$ cat config.mk
export PLATFORM = sky130hd
export DESIGN_NAME = bayer_frame_ctrl
export DESIGN_NICKNAME = d
export VERILOG_FILES = /design/src/rtl/bayer_frame_ctrl.sv
export SDC_FILE = /design/constraint.sdc
export NUM_CORES = 1
export LEC_CHECK = 0
export CAP_MARGIN = 20
export CORE_UTILIZATION = 51
export DETAILED_ROUTE_END_ITERATION = 8
export PLACE_DENSITY = 0.75
export SYNTH_ARGS = -nofsm -noshare
export SYNTH_HDL_FRONTEND = slang
export SYNTH_SLANG_ARGS = --single-unit
$ cat constraint.sdc
create_clock -name SYS_CLK_I -period 3.3 [get_ports SYS_CLK_I]
set_clock_uncertainty 0.2 [all_clocks]
set_input_delay 0.495 -clock SYS_CLK_I [delete_from_list [all_inputs] [get_ports SYS_CLK_I]]
set_output_delay 0.495 -clock SYS_CLK_I [all_outputs]
set_load 0.005 [all_outputs]
$ cat src/rtl/bayer_frame_ctrl.sv
// Frame sequencer feeding a Bayer interpolator: lines of H_RES beats, inter-line blanking, EOF pulse.
// Define BAYER_FRAME_CTRL_FLUSH_EN to append one zero-data flush line that drains the interpolator.
module bayer_frame_ctrl #(
  parameter int G_DATA_WIDTH = 8,
  parameter int G_PIXELS     = 1
) (
  input  logic                               SYS_CLK_I,
  input  logic                               RESETN_I,
  input  logic                               FRAME_START_I,
  input  logic [15:0]                        H_RES_I,
  input  logic [15:0]                        V_RES_I,
  input  logic [7:0]                         BLANK_I,
  input  logic [1:0]                         BAYER_FORMAT_I,
  input  logic                               PIX_VALID_I,
  input  logic [G_PIXELS*G_DATA_WIDTH-1:0]   PIX_DATA_I,
  output logic                               PIX_READY_O,
  output logic                               DATA_VALID_O,
  output logic [G_PIXELS*G_DATA_WIDTH-1:0]   DATA_O,
  output logic                               EOF_O,
  output logic [1:0]                         BAYER_FORMAT_O,
  output logic                               BUSY_O,
  output logic                               FRAME_DONE_O,
  output logic                               ERR_O
);

  typedef enum logic [2:0] {S_IDLE, S_LINE, S_BLANK, S_FLUSH, S_EOF} state_t;

`ifdef BAYER_FRAME_CTRL_FLUSH_EN
  localparam state_t S_TAIL = S_FLUSH;
`else
  localparam state_t S_TAIL = S_EOF;
`endif

  state_t      state;
  logic [15:0] h_res_q, v_res_q, hcnt, vcnt;
  logic [7:0]  blank_q, bcnt;
  logic [1:0]  rst_sync;
  logic        rst_n;

  // Assert immediately, release two clocks after RESETN_I rises.
  always_ff @(posedge SYS_CLK_I or negedge RESETN_I) begin
    if (!RESETN_I) rst_sync <= 2'b00;
    else           rst_sync <= {rst_sync[0], 1'b1};
  end
  assign rst_n = rst_sync[1];

  logic start_ok, last_beat, last_line_now, last_line_done;
  assign start_ok       = FRAME_START_I && (H_RES_I != 16'd0) && (V_RES_I != 16'd0);
  assign last_beat      = (hcnt == h_res_q - 16'd1);
  assign last_line_now  = (vcnt == v_res_q - 16'd1);
  // In BLANK vcnt has already advanced past the completed line.
  assign last_line_done = (vcnt == v_res_q);

  assign PIX_READY_O = (state == S_LINE);

  always_ff @(posedge SYS_CLK_I or negedge rst_n) begin
    if (!rst_n) begin
      state          <= S_IDLE;
      h_res_q        <= '0;
      v_res_q        <= '0;
      blank_q        <= '0;
      hcnt           <= '0;
      vcnt           <= '0;
      bcnt           <= '0;
      DATA_VALID_O   <= 1'b0;
      DATA_O         <= '0;
      EOF_O          <= 1'b0;
      BAYER_FORMAT_O <= '0;
      BUSY_O         <= 1'b0;
      FRAME_DONE_O   <= 1'b0;
      ERR_O          <= 1'b0;
    end else begin
      DATA_VALID_O <= 1'b0;
      EOF_O        <= 1'b0;
      FRAME_DONE_O <= 1'b0;
      ERR_O        <= FRAME_START_I && !(state == S_IDLE && start_ok);
      case (state)
        S_IDLE: if (start_ok) begin
          h_res_q        <= H_RES_I;
          v_res_q        <= V_RES_I;
          blank_q        <= BLANK_I;
          BAYER_FORMAT_O <= BAYER_FORMAT_I;
          hcnt           <= '0;
          vcnt           <= '0;
          bcnt           <= '0;
          BUSY_O         <= 1'b1;
          state          <= S_LINE;
        end
        S_LINE: if (PIX_VALID_I) begin
          DATA_VALID_O <= 1'b1;
          DATA_O       <= PIX_DATA_I;
          if (last_beat) begin
            hcnt <= '0;
            vcnt <= vcnt + 16'd1;
            bcnt <= '0;
            if (blank_q != 8'd0) state <= S_BLANK;
            else                 state <= last_line_now ? S_TAIL : S_LINE;
          end else begin
            hcnt <= hcnt + 16'd1;
          end
        end
        S_BLANK: begin
          if (bcnt == blank_q - 8'd1) state <= last_line_done ? S_TAIL : S_LINE;
          else                        bcnt  <= bcnt + 8'd1;
        end
`ifdef BAYER_FRAME_CTRL_FLUSH_EN
        S_FLUSH: begin
          DATA_VALID_O <= 1'b1;
          DATA_O       <= '0;
          if (last_beat) begin
            hcnt  <= '0;
            state <= S_EOF;
          end else begin
            hcnt <= hcnt + 16'd1;
          end
        end
`endif
        S_EOF: begin
          EOF_O        <= 1'b1;
          FRAME_DONE_O <= 1'b1;
          BUSY_O       <= 1'b0;
          state        <= S_IDLE;
        end
        default: state <= S_IDLE;
      endcase
    end
  end

endmodule

# After elaboration in Yosys (flattened, before gate mapping)
# Cells that the tools add are included.
[totals]
latch_bits = 0
output_inout_bits = 16
regBits = 99
n_memories = 0
mem_bits_ro = 0
wordCells = 76
input_bits = 54
ram_bits = 0
[op_classes]
n_reduce_logical = 19
mul = 0
shifts = 0
bitwise_logic = 0
mux = 25
magnitude_cmp = 0
div = 0
n_addsub = 6
eq_ne = 12
[ops]
columns = ["cell", "n"]
rows = [
  ["16-bit 2-to-1 mux", 5],
  ["16-bit case mux with 2 select lines", 2],
  ["16-bit equality test", 3],
  ["16-bit by 1-bit adder with 16-bit output, second input constant", 2],
  ["8-bit 2-to-1 mux", 4],
  ["16-bit nonzero test", 2],
  ["16-bit by 1-bit subtractor with 16-bit output, second input constant", 2],
  ["8-bit case mux with 3 select lines", 1],
  ["3-bit 2-to-1 mux", 7],
  ["3-bit case mux with 3 select lines", 1],
  ["8-bit by 1-bit adder with 8-bit output, second input constant", 1],
  ["8-bit equality test", 1],
  ["2-bit != test, second input constant", 4],
  ["4-bit AND reduction", 2],
  ["8-bit nonzero test", 1],
  ["8-bit by 1-bit subtractor with 8-bit output, second input constant", 1],
  ["2-bit AND reduction", 3],
  ["5-bit AND reduction", 1],
  ["1-bit logical AND", 4],
  ["1-bit 2-to-1 mux", 4],
  ["2-bit nonzero test", 2],
  ["3-bit by 1-bit equality test with 1-bit output, second input constant", 1],
  ["3-bit by 2-bit equality test with 1-bit output, second input constant", 1],
  ["3-bit equality test, second input constant", 1],
  ["6 further kinds", 6],
]

# Longest topological paths before layout
# Gate-level depths: netlist of the first run.
[logic_depth]
depth_word = 7
mapped_depth = 12

# Least setup slack after synthesis of the first run
# Ideal clock, no wire load.
[synth_timing]
kind = "flip-flop to flip-flop"
start = "register h_res_q[2]"
end = "register vcnt[11]"
slack_ns = 0.143
required_ns = 3.022
stages_incl_launch_ff = 11
synth_period_minus_slack_ns = 3.157
t_arrival_ns = 2.879
cell_sequence = "dfrtp_1 -> buf_6 -> or4_4 -> or3_1 -> a211oi_2 -> o2111ai_2 -> a211oi_2 -> a21oi_1 -> buf_6 -> or4_1 -> a21oi_1"
[synth_via]
elab_chain_cells = 4
[synth_lines]
columns = ["element", "line_no", "source"]
rows = [
  ["start: declaration", "35", "logic [15:0] h_res_q, v_res_q, hcnt, vcnt;"],
  ["start signal: assignment", "59", "h_res_q <= '0;"],
  ["start signal: assignment", "79", "h_res_q <= H_RES_I;"],
  ["16-bit by 1-bit subtractor with 16-bit output", "49", "assign last_beat = (hcnt == h_res_q - 16'd1);"],
  ["16-bit equality test", "49", ""],
  ["2-bit by 1-bit != test with 1-bit output (no source line)", "--", ""],
  ["4-bit AND reduction (no source line)", "--", ""],
  ["end signal: assignment", "94", "vcnt <= vcnt + 16'd1;"],
  ["end: declaration", "35", ""],
]
# Every way passes these cells.
# A chain may end at the register's enable or synchronous reset.

# Final worst setup path of the first run
[layout_timing]
start = "register h_res_q[4]"
end = "register vcnt[9]"
# The elaborated chain is that of the path after synthesis.

==> flow_summary.toml, run 1 <==
[timing]
hold_viol = 0
max-slew-margin-rel_pct = 56.7
pins_over_slew_limit = 0
setup_tns_ns = 0
max_freq_mhz = 313
slew_worst_pin_ns = 0.643
setup_violations = 0
hold-worst-slack_ns = 0.0764
min_period_ns = 3.20
final.period_utilization_pct = 96.9

[worst_setup_path]
timing.critical_path.from_type = "flip-flop"
worst-endpoint-arrival_ns = 3.28
critical_path_peak_fanout = 5
data_required_time_at_the_worst_endpoint_ns = 3.39
end_kind = "flip-flop"
worst-r2r-cell-count = 9
worst_r2r_endpoint = "vcnt[9]"
r2r_start = "h_res_q[4]"
setup_slack_of_the_worst_register_to_register_path_ns = 0.10
start_point_of_the_critical_path = "h_res_q[4]"
setup.worst_path.class = "flip-flop to flip-flop"

[clock_tree]
tritoncts_clock_tree = "done"
root_buffer = "sky130_fd_sc_hd__clkbuf_16"
cts.reportedPaths.clkPinSlew_ns = 0.07
cts.path.max_buffers = 2
cts_buffers = 9
clkLatencyLatePin_ns = 0.35
numClockSinks = 99
cts_max_level = 3

[cells_and_area]
layout-drive-gt1-share_pct = 12.8
fin_nets = 854
antenna_cells_inserted = 0
final.fill_count = 991
multi_input_area_um2 = 3370
seq_area_um2 = 2480
syn_to_final_growth_pct = 23.8

[power_and_ir_drop]
leakagePower_uw = 0.00317
vdd_drop_max_mv = 0.438
p_per_area_nw_per_um2 = 791
p_total_uw = 5880

[min_path]
hold_path_class = "flip-flop to async pin"

[floorplan]
floorplan.die_area_um2 = 12200
initial_utilization_pct = 52.4
boundaryPins = 70
rows = 39
coreArea_um2 = 11500
die_x_um = 111
die_h_um = 111

[synthesis]
synthDominantCellAreaShare_pct = 41.2
netlist_cell_types = 68
flops_latches_synth = 99
post-synth-top-count-cell = "sky130_fd_sc_hd__nand2_1"
syn_area_per_cell_um2 = 8.47
synth.top_cells.by_area = "sky130_fd_sc_hd__dfrtp_1 (41%), sky130_fd_sc_hd__nand2_1 (9.4%), sky130_fd_sc_hd__xnor2_1 (5.1%)"
ys_warns = 0
synth_area_leader_cell = "sky130_fd_sc_hd__dfrtp_1"
synth_flop_cell = "sky130_fd_sc_hd__dfrtp_1"
synth_enable_flop_cells = 0
post_synth_instance_area_um2 = 6010
syn_inst = 710
leading_post_synthesis_cells_by_instance_count = "sky130_fd_sc_hd__nand2_1 (150), sky130_fd_sc_hd__dfrtp_1 (99), sky130_fd_sc_hd__nor2_1 (41)"
seq_area_frac_synth_pct = 41.2
net_count_after_synthesis = 770
async_flop_share_pct = 100

[global_route]
first_pass_grt_wire_length_mm = 27.5
groute.usage.overall_pct = 27.8
grt_antenna_before_repair = 0
grt_start_max_net_pins = 66
global_route.overflow_total = 0
via_count_of_the_first_global_routing_pass = 5617

[route]
drt_wl_total_mm = 16.3
detail_route.first_pass.iterations = 5
vias = 5589
drt_iter0_drc = 498
via_count_normalized_by_instance_count = 5.93
route.detailed.drc = 0
final_antenna_net_count = 0
wl_per_cell_um = 17.4

[outcome]
run_status = "complete, no violations"

[place]
placement.io_buffers = 69
gp_congestion = 0.915
dp_hpwl_mm = 11.9

[job]
cap_viol_max_count = 0
## metrics by stage
stage	cell area, µm²	cells	worst slack [ns]	util (%)
3_5_place_dp	7030	920	-0.0378	61.3
2_1_floorplan	6010	710	0.138	-
6_report	7440	942	0.102	64.9
3_3_place_gp	7030	920	0.0135	61.3
4_1_cts	7330	936	0.0157	63.9
5_1_grt	7440	942	-0.0395	64.9
## metal layers
| metal | track usage, % | wire (µm) | vias to the layer above |
|---|---|---|---|
| li1 | - | - | 2671 |
| met2 | 45.6 | 8070 | 164 |
| met5 | 0 | 0 | - |
| met4 | 12.5 | 417 | 0 |
| met3 | 4.72 | 746 | 33 |
| met1 | 35.9 | 7110 | 2721 |
## placed cells by master (no fill, tap or decap), types with 20 or more instances in the layout
master                            instances
sky130_fd_sc_hd__nand2_1                150
sky130_fd_sc_hd__dfrtp_1                 98
sky130_fd_sc_hd__clkdlybuf4s50_1         69
sky130_fd_sc_hd__buf_4                   43
sky130_fd_sc_hd__nor2_1                  40
sky130_fd_sc_hd__xnor2_1                 35
sky130_fd_sc_hd__o21ai_0                 33
sky130_fd_sc_hd__a21oi_1                 27
sky130_fd_sc_hd__nand3_1                 25
sky130_fd_sc_hd__xor2_1                  24
sky130_fd_sc_hd__inv_1                   20
## cells by family after synthesis
| family | count (synthesis) | synth area share (%) |
|---|---|---|
| other | 1 | 0.0624 |
| AND/OR/NAND/NOR | 349 | 29.1 |
| AO/OA/AOI/OAI | 117 | 12.6 |
| adder cells (fa/ha/maj) | 6 | 1.25 |
| buffers and inverters | 63 | 4.27 |
| multiplexers | 16 | 2.89 |
| flip-flops | 99 | 41.2 |
| XOR/XNOR | 59 | 8.59 |
## sequential cells by signal, summed over array words and instances (netlist names), 2 cells and up
name,cells
h_res_q,16
hcnt,16
v_res_q,16
vcnt,16
DATA_O,8
bcnt,8
blank_q,8
state,3
BAYER_FORMAT_O,2
rst_sync,2
## report_power, final
part / switching, µW / total [µW] / internal (µW)
clock: 468 / 1000 / 535
sequential: 429 / 1990 / 1570
combinational: 1560 / 2890 / 1330
## cell type report
| cell class | instances | share of cell area, % |
|---|---|---|
| clock inverters | 5 | 0.504 |
| flip-flops and latches | 99 | 33.3 |
| well taps | 143 | 2.40 |
| multi-input cells | 548 | 45.3 |
| inverters | 20 | 1.01 |
| clock buffers | 11 | 3.26 |
| repair buffers | 116 | 14.2 |
## worst max-delay path by stage
stage,end,slack (ns),depth (start not counted)
floorplan,BAYER_FORMAT_O[0],0.14,0
global placement,state[0],0.01,9
detailed placement,vcnt[11],-0.04,11
CTS,vcnt[5],0.02,10
global route,vcnt[9],-0.04,11
finish,vcnt[9],0.10,9
## repair_timing
item	4_1_cts	5_1_grt
gates cloned	0	2
resized for setup	3	19
buffers inserted	0	4
pin swaps	1	12
hold buffers	0	0
endpoints found under the setup margin	9	20
## critical path, cell delays in order (launching register included)
cell	delay, ns
sky130_fd_sc_hd__dfrtp_1	0.38
sky130_fd_sc_hd__or4_4	0.54
sky130_fd_sc_hd__or3_4	0.38
sky130_fd_sc_hd__a211oi_2	0.20
sky130_fd_sc_hd__o2111ai_2	0.19
sky130_fd_sc_hd__a211oi_2	0.31
sky130_fd_sc_hd__a21oi_2	0.12
sky130_fd_sc_hd__buf_6	0.15
sky130_fd_sc_hd__or4_1	0.53
sky130_fd_sc_hd__a21oi_2	0.13
No activity file was read; power rests on OpenSTA's default activity.
==> run 2, diff against run 1 <==
--- a/config.mk
+++ b/config.mk
@@ -8,7 +8,7 @@
 export CAP_MARGIN = 20
 export CORE_UTILIZATION = 51
 export DETAILED_ROUTE_END_ITERATION = 8
-export PLACE_DENSITY = 0.75
+export PLACE_DENSITY = 0.82
 export SYNTH_ARGS = -nofsm -noshare
 export SYNTH_HDL_FRONTEND = slang
 export SYNTH_SLANG_ARGS = --single-unit
==> run 2 against run 1 <==
Hold slack better by 0.016 ns. Wire length is 1.9% lower. Global-route usage is 0.91 points lower. Fmax is 0.62% lower. Critical path depth stayed put. Via count is 1.4% higher. Register-to-register slack worse by 0.02 ns. Non-clock buffer count is 10 lower. First-iteration DRC count is 21% lower. Combinational power hardly changed. Critical endpoint unchanged. Clock-buffer cell count is 1 lower. Largest cell class unchanged.
==> flow_summary.toml, run 2 (same netlist as run 1, synthesis figures left out) <==
[route]
detail_route.first_pass.iterations = 5
via_count_normalized_by_instance_count = 6.08
final_antenna_net_count = 0
drt_iter0_drc = 394
drt_wl_total_mm = 16.0
vias = 5667
wl_per_cell_um = 17.2
route.detailed.drc = 0

[timing]
hold-worst-slack_ns = 0.0928
max_freq_mhz = 311
hold_viol = 0
slew_worst_pin_ns = 0.582
setup_violations = 0
pins_over_slew_limit = 0
final.period_utilization_pct = 97.5
max-slew-margin-rel_pct = 61.0
min_period_ns = 3.22

[worst_setup_path]
critical-path-slowest-cell = "sky130_fd_sc_hd__or4_4"
critical-path-top-delay-family = "simple AND/OR/NAND/NOR gates"
slowest_delay_ns = 0.55
end_kind = "flip-flop"
worst-endpoint-arrival_ns = 3.31
critical_path_peak_fanout = 8
path_buf_inv = 1
data_required_time_at_the_worst_endpoint_ns = 3.39
worst_path_cell_trace = "or4_4 -> or3_4 -> a211oi_2 -> o2111ai_2 -> a211oi_2 -> a21oi_2 -> buf_6 -> or4_4 -> a21oi_2"
setup.worst_path.class = "flip-flop to flip-flop"
timing.critical_path.from_type = "flip-flop"

[place]
gp_congestion = 0.913
placement.io_buffers = 69
dp_hpwl_mm = 11.7
place_inst = 915
dpl_cell_area_um2 = 7010

[cells_and_area]
final.fill_count = 930
final_common_cell = "sky130_fd_sc_hd__nand2_1"
antenna_cells_inserted = 0
seq_area_um2 = 2480
total_non_filler_cell_area_in_the_finished_layout_um2 = 7400
layout_common_cells = "sky130_fd_sc_hd__nand2_1 (150), sky130_fd_sc_hd__dfrtp_1 (98), sky130_fd_sc_hd__clkdlybuf4s50_1 (69)"
layout-drive-gt1-share_pct = 11.8
fin_nets = 844
multi_input_area_um2 = 3370
syn_to_final_growth_pct = 23.1
finish.cell_count_without_fillers = 932

[floorplan]
coreArea_um2 = 11500
boundaryPins = 70
rows = 39
initial_utilization_pct = 52.4
die_x_um = 111
die_h_um = 111
floorplan.die_area_um2 = 12200

[global_route]
groute.usage.overall_pct = 26.9
first_pass_grt_wire_length_mm = 26.3
via_count_of_the_first_global_routing_pass = 5488
grt_start_max_net_pins = 64
grt_antenna_before_repair = 0
global_route.overflow_total = 0

[power_and_ir_drop]
vdd_drop_max_mv = 0.564
leakagePower_uw = 0.00313
p_per_area_nw_per_um2 = 792
p_total_uw = 5860

[outcome]
run_status = "complete, no violations"

[min_path]
hold_path_class = "input pin to async pin"

[clock_tree]
numClockSinks = 99
cts.path.max_buffers = 2
cts.reportedPaths.clkPinSlew_ns = 0.07
tritoncts_clock_tree = "done"
cts_buffers = 9
cts_max_level = 3
clkLatencyLatePin_ns = 0.37
holdBufCountCts = 0
root_buffer = "sky130_fd_sc_hd__clkbuf_16"

[job]
cap_viol_max_count = 0
==> run 2: cell count changes in the layout (fill, tap and decap cells not counted), sizes merged <==
cell      before  now
clkinv         2    1
buf           47   37
inv           21   22
clkinvlp       2    3
clkbuf        11   10
==> run 2: path summary, 6_finish.rpt <==
kind | slack [ns] | start | to | cells past startpoint
max in group asynchronous | 2.05 | rst_sync[1] | v_res_q[6] | 1
setup reg to reg | 0.08 | h_res_q[2] | vcnt[9] | 9
setup / recovery | 0.08 | h_res_q[2] | vcnt[9] | 9
hold reg to reg | 0.12 | rst_sync[1] | DATA_O[4] | 0
min in group SYS_CLK_I | 0.16 | rst_sync[0] | rst_sync[1] | 0
hold / removal | 0.09 | RESETN_I | rst_sync[1] | 1
==> run 2: repair_timing <==
| item | 4_1_cts | 5_1_grt |
|---|---|---|
| endpoints found under the hold margin | 0 | 0 |
| pin swaps | 1 | 6 |
| setup buffers | 0 | 1 |
| gates resized for setup | 1 | 20 |
| endpoints found under the setup margin | 2 | 23 |
==> run 2: routing by layer <==
layer  GRT usage [%]  routed length, µm
met2            44.0               7780
met4            10.4                408
met5               0                  0
met1            34.0               6780
met3            6.92               1060
==> run 2: layout make-up <==
type / instances / area share, %
clock buffer: 10 / 3.23
inverter: 20 / 1.01
tap: 143 / 2.42
timing repair buffer: 106 / 13.6
clock inverter: 6 / 0.642
multi-input combinational: 548 / 45.5
sequential: 99 / 33.5
==> run 2: through the flow <==
| step | utilization (%) | setup TNS (ns) | setup slack (ns) |
|---|---|---|---|
| final | 64.5 | 0 | 0.0823 |
| after global routing | 64.5 | -0.00736 | -0.00321 |
| after CTS | 63.7 | 0 | 0.00723 |
| after detailed placement | 61.2 | 0 | 0.0133 |
| after global placement | 61.2 | 0 | 0.0412 |
| after floorplan | - | 0 | 0.138 |
==> run 2: report_power, final <==
group	internal [µW]	leakage, µW	switching, µW	total [µW]
registers	1570	0.00128	414	1980
clock network	538	0.000133	483	1020
logic	1300	0.00172	1560	2860
==> run 3, diff against run 2 <==
--- a/config.mk
+++ b/config.mk
@@ -6,9 +6,12 @@
 export NUM_CORES = 1
 export LEC_CHECK = 0
 export CAP_MARGIN = 20
+export CORE_MARGIN = 8
 export CORE_UTILIZATION = 51
 export DETAILED_ROUTE_END_ITERATION = 8
 export PLACE_DENSITY = 0.82
+export SETUP_SLACK_MARGIN = 0.05
 export SYNTH_ARGS = -nofsm -noshare
 export SYNTH_HDL_FRONTEND = slang
 export SYNTH_SLANG_ARGS = --single-unit
+export TNS_END_PERCENT = 50
==> run 3 against run 2 <==
Via count is 0.76% lower. Final area is 0.14% lower. Wire length is 3.8% higher. Die area up 27%. First-iteration DRC count up 36%. Sequential power about the same. Clock power increased by 15%. Fmax is 1.2% higher. Combinational power down 2%. Final cell count increased by 0.11%. Largest power group unchanged. Core utilization shrank 0.087 points.
==> flow_summary.toml, run 3 (same netlist as run 1, synthesis figures left out) <==
[worst_setup_path]
slowest_delay_ns = 0.55
setup.worst_path.class = "flip-flop to flip-flop"
critical_path_peak_fanout = 11
critical-path-top-delay-family = "simple AND/OR/NAND/NOR gates"
data_required_time_at_the_worst_endpoint_ns = 3.40
end_kind = "flip-flop"
worst_path_cell_trace = "or4_4 -> or3_4 -> a211oi_2 -> o2111ai_2 -> a211oi_2 -> a21oi_2 -> buf_6 -> or4_1 -> nand2_1"
path_buf_inv = 1
critical-path-slowest-cell = "sky130_fd_sc_hd__or4_4"
timing.critical_path.from_type = "flip-flop"
timing.critical_path.mode_cell = "sky130_fd_sc_hd__a211oi_2"
worst-endpoint-arrival_ns = 3.28

[floorplan]
die_x_um = 125
initial_utilization_pct = 52.4
boundaryPins = 70
die_h_um = 125
floorplan.die_area_um2 = 15500
rows = 39
coreArea_um2 = 11500

[power_and_ir_drop]
vdd_drop_max_mv = 0.562
p_total_uw = 5970
p_per_area_nw_per_um2 = 808
leakagePower_uw = 0.00315

[place]
placement.io_buffers = 69
dp_hpwl_mm = 12.3
gp_congestion = 0.940

[timing]
max_freq_mhz = 314
setup_violations = 0
rsz0062_at_grt = "true"
hold_viol = 0
max-slew-margin-rel_pct = 44.0
min_period_ns = 3.18
setup_tns_ns = 0
pins_over_slew_limit = 0
slew_worst_pin_ns = 0.840
final.period_utilization_pct = 96.4

[cells_and_area]
syn_to_final_growth_pct = 22.9
final.fill_count = 944
seq_area_um2 = 2480
layout_common_cells = "sky130_fd_sc_hd__nand2_1 (150), sky130_fd_sc_hd__dfrtp_1 (98), sky130_fd_sc_hd__clkdlybuf4s50_1 (69)"
fin_nets = 845
multi_input_area_um2 = 3350
layout-drive-gt1-share_pct = 10.9
final_common_cell = "sky130_fd_sc_hd__nand2_1"
antenna_cells_inserted = 0

[clock_tree]
cts_max_level = 3
numClockSinks = 99
cts.path.max_buffers = 2
root_buffer = "sky130_fd_sc_hd__clkbuf_16"
cts_buffers = 9
tritoncts_clock_tree = "done"
clkLatencyLatePin_ns = 0.36
cts.reportedPaths.clkPinSlew_ns = 0.07

[global_route]
via_count_of_the_first_global_routing_pass = 5604
grt_antenna_before_repair = 0
global_route.overflow_total = 0
grt_start_max_net_pins = 63
first_pass_grt_wire_length_mm = 27.5
groute.usage.overall_pct = 21.5

[route]
drt_wl_total_mm = 16.6
wl_per_cell_um = 17.8
drt_iter0_drc = 536
final_antenna_net_count = 0
vias = 5624
detail_route.first_pass.iterations = 5
via_count_normalized_by_instance_count = 6.03
route.detailed.drc = 0

[min_path]
hold_path_class = "input pin to async pin"

[outcome]
run_status = "complete, no violations"

[job]
cap_viol_max_count = 0
[run 3: changes by cell type in the layout (fill, tap and decap cells not counted), sizes merged]
cell and change:
buf +1, bufinv +2, clkbuf +3, clkinvlp -3, inv -1, clkinv -1
[run 3: through the flow]
stage / worst slack (ns) / area, µm² / utilization, % / hold WS, ns / cells
6_report: 0.119 / 7390 / 64.5 / 0.0891 / 933
5_1_grt: 0.0113 / 7390 / 64.5 / 0.0884 / 933
4_1_cts: 0.0562 / 7330 / 63.9 / 0.0832 / 933
3_5_place_dp: 0.0262 / 6990 / 61.0 / 0.146 / 917
3_3_place_gp: 0.0654 / 6990 / 61.0 / 0.142 / 917
2_1_floorplan: 0.138 / 6010 / - / -0.000591 / 710
[run 3: repair_timing]
action / in CTS / in global routing
gates resized for setup: 2 / 14
pin swaps: 2 / 6
setup endpoints to repair: 13 / 18
hold buffers: 0 / 0
setup buffers: 0 / 1
[run 3: layout make-up]
type                       count  share of cell area, %
clock inverter                 3                  0.931
clock buffer                  13                   3.52
sequential                    99                   33.6
inverter                      20                   1.02
multi-input combinational    548                   45.3
tap                          143                   2.42
timing repair buffer         107                   13.3
[run 3: worst paths after layout]
kind	start	endpoint	slack [ns]	cells after the start
setup / recovery	h_res_q[2]	vcnt[6]	0.12	9
hold / removal	RESETN_I	rst_sync[1]	0.09	1
setup reg to reg	h_res_q[2]	vcnt[6]	0.12	9
hold reg to reg	rst_sync[0]	rst_sync[1]	0.16	0
max in group asynchronous	rst_sync[1]	state[1]	1.88	1
min in group SYS_CLK_I	rst_sync[0]	rst_sync[1]	0.16	0
[run 3: layer usage]
layer	global-route usage, %	part of all wire [%]
met1	24.8	41
met2	36.3	50
met3	6.38	6.9
met4	9.00	2.1
met5	0	0
[run 3: where the power goes]
part / internal (µW) / switching, µW / total [µW]
logic: 1270 / 1520 / 2790
clock network: 709 / 461 / 1170
registers: 1570 / 443 / 2010
total: 3540 / 2420 / 5970
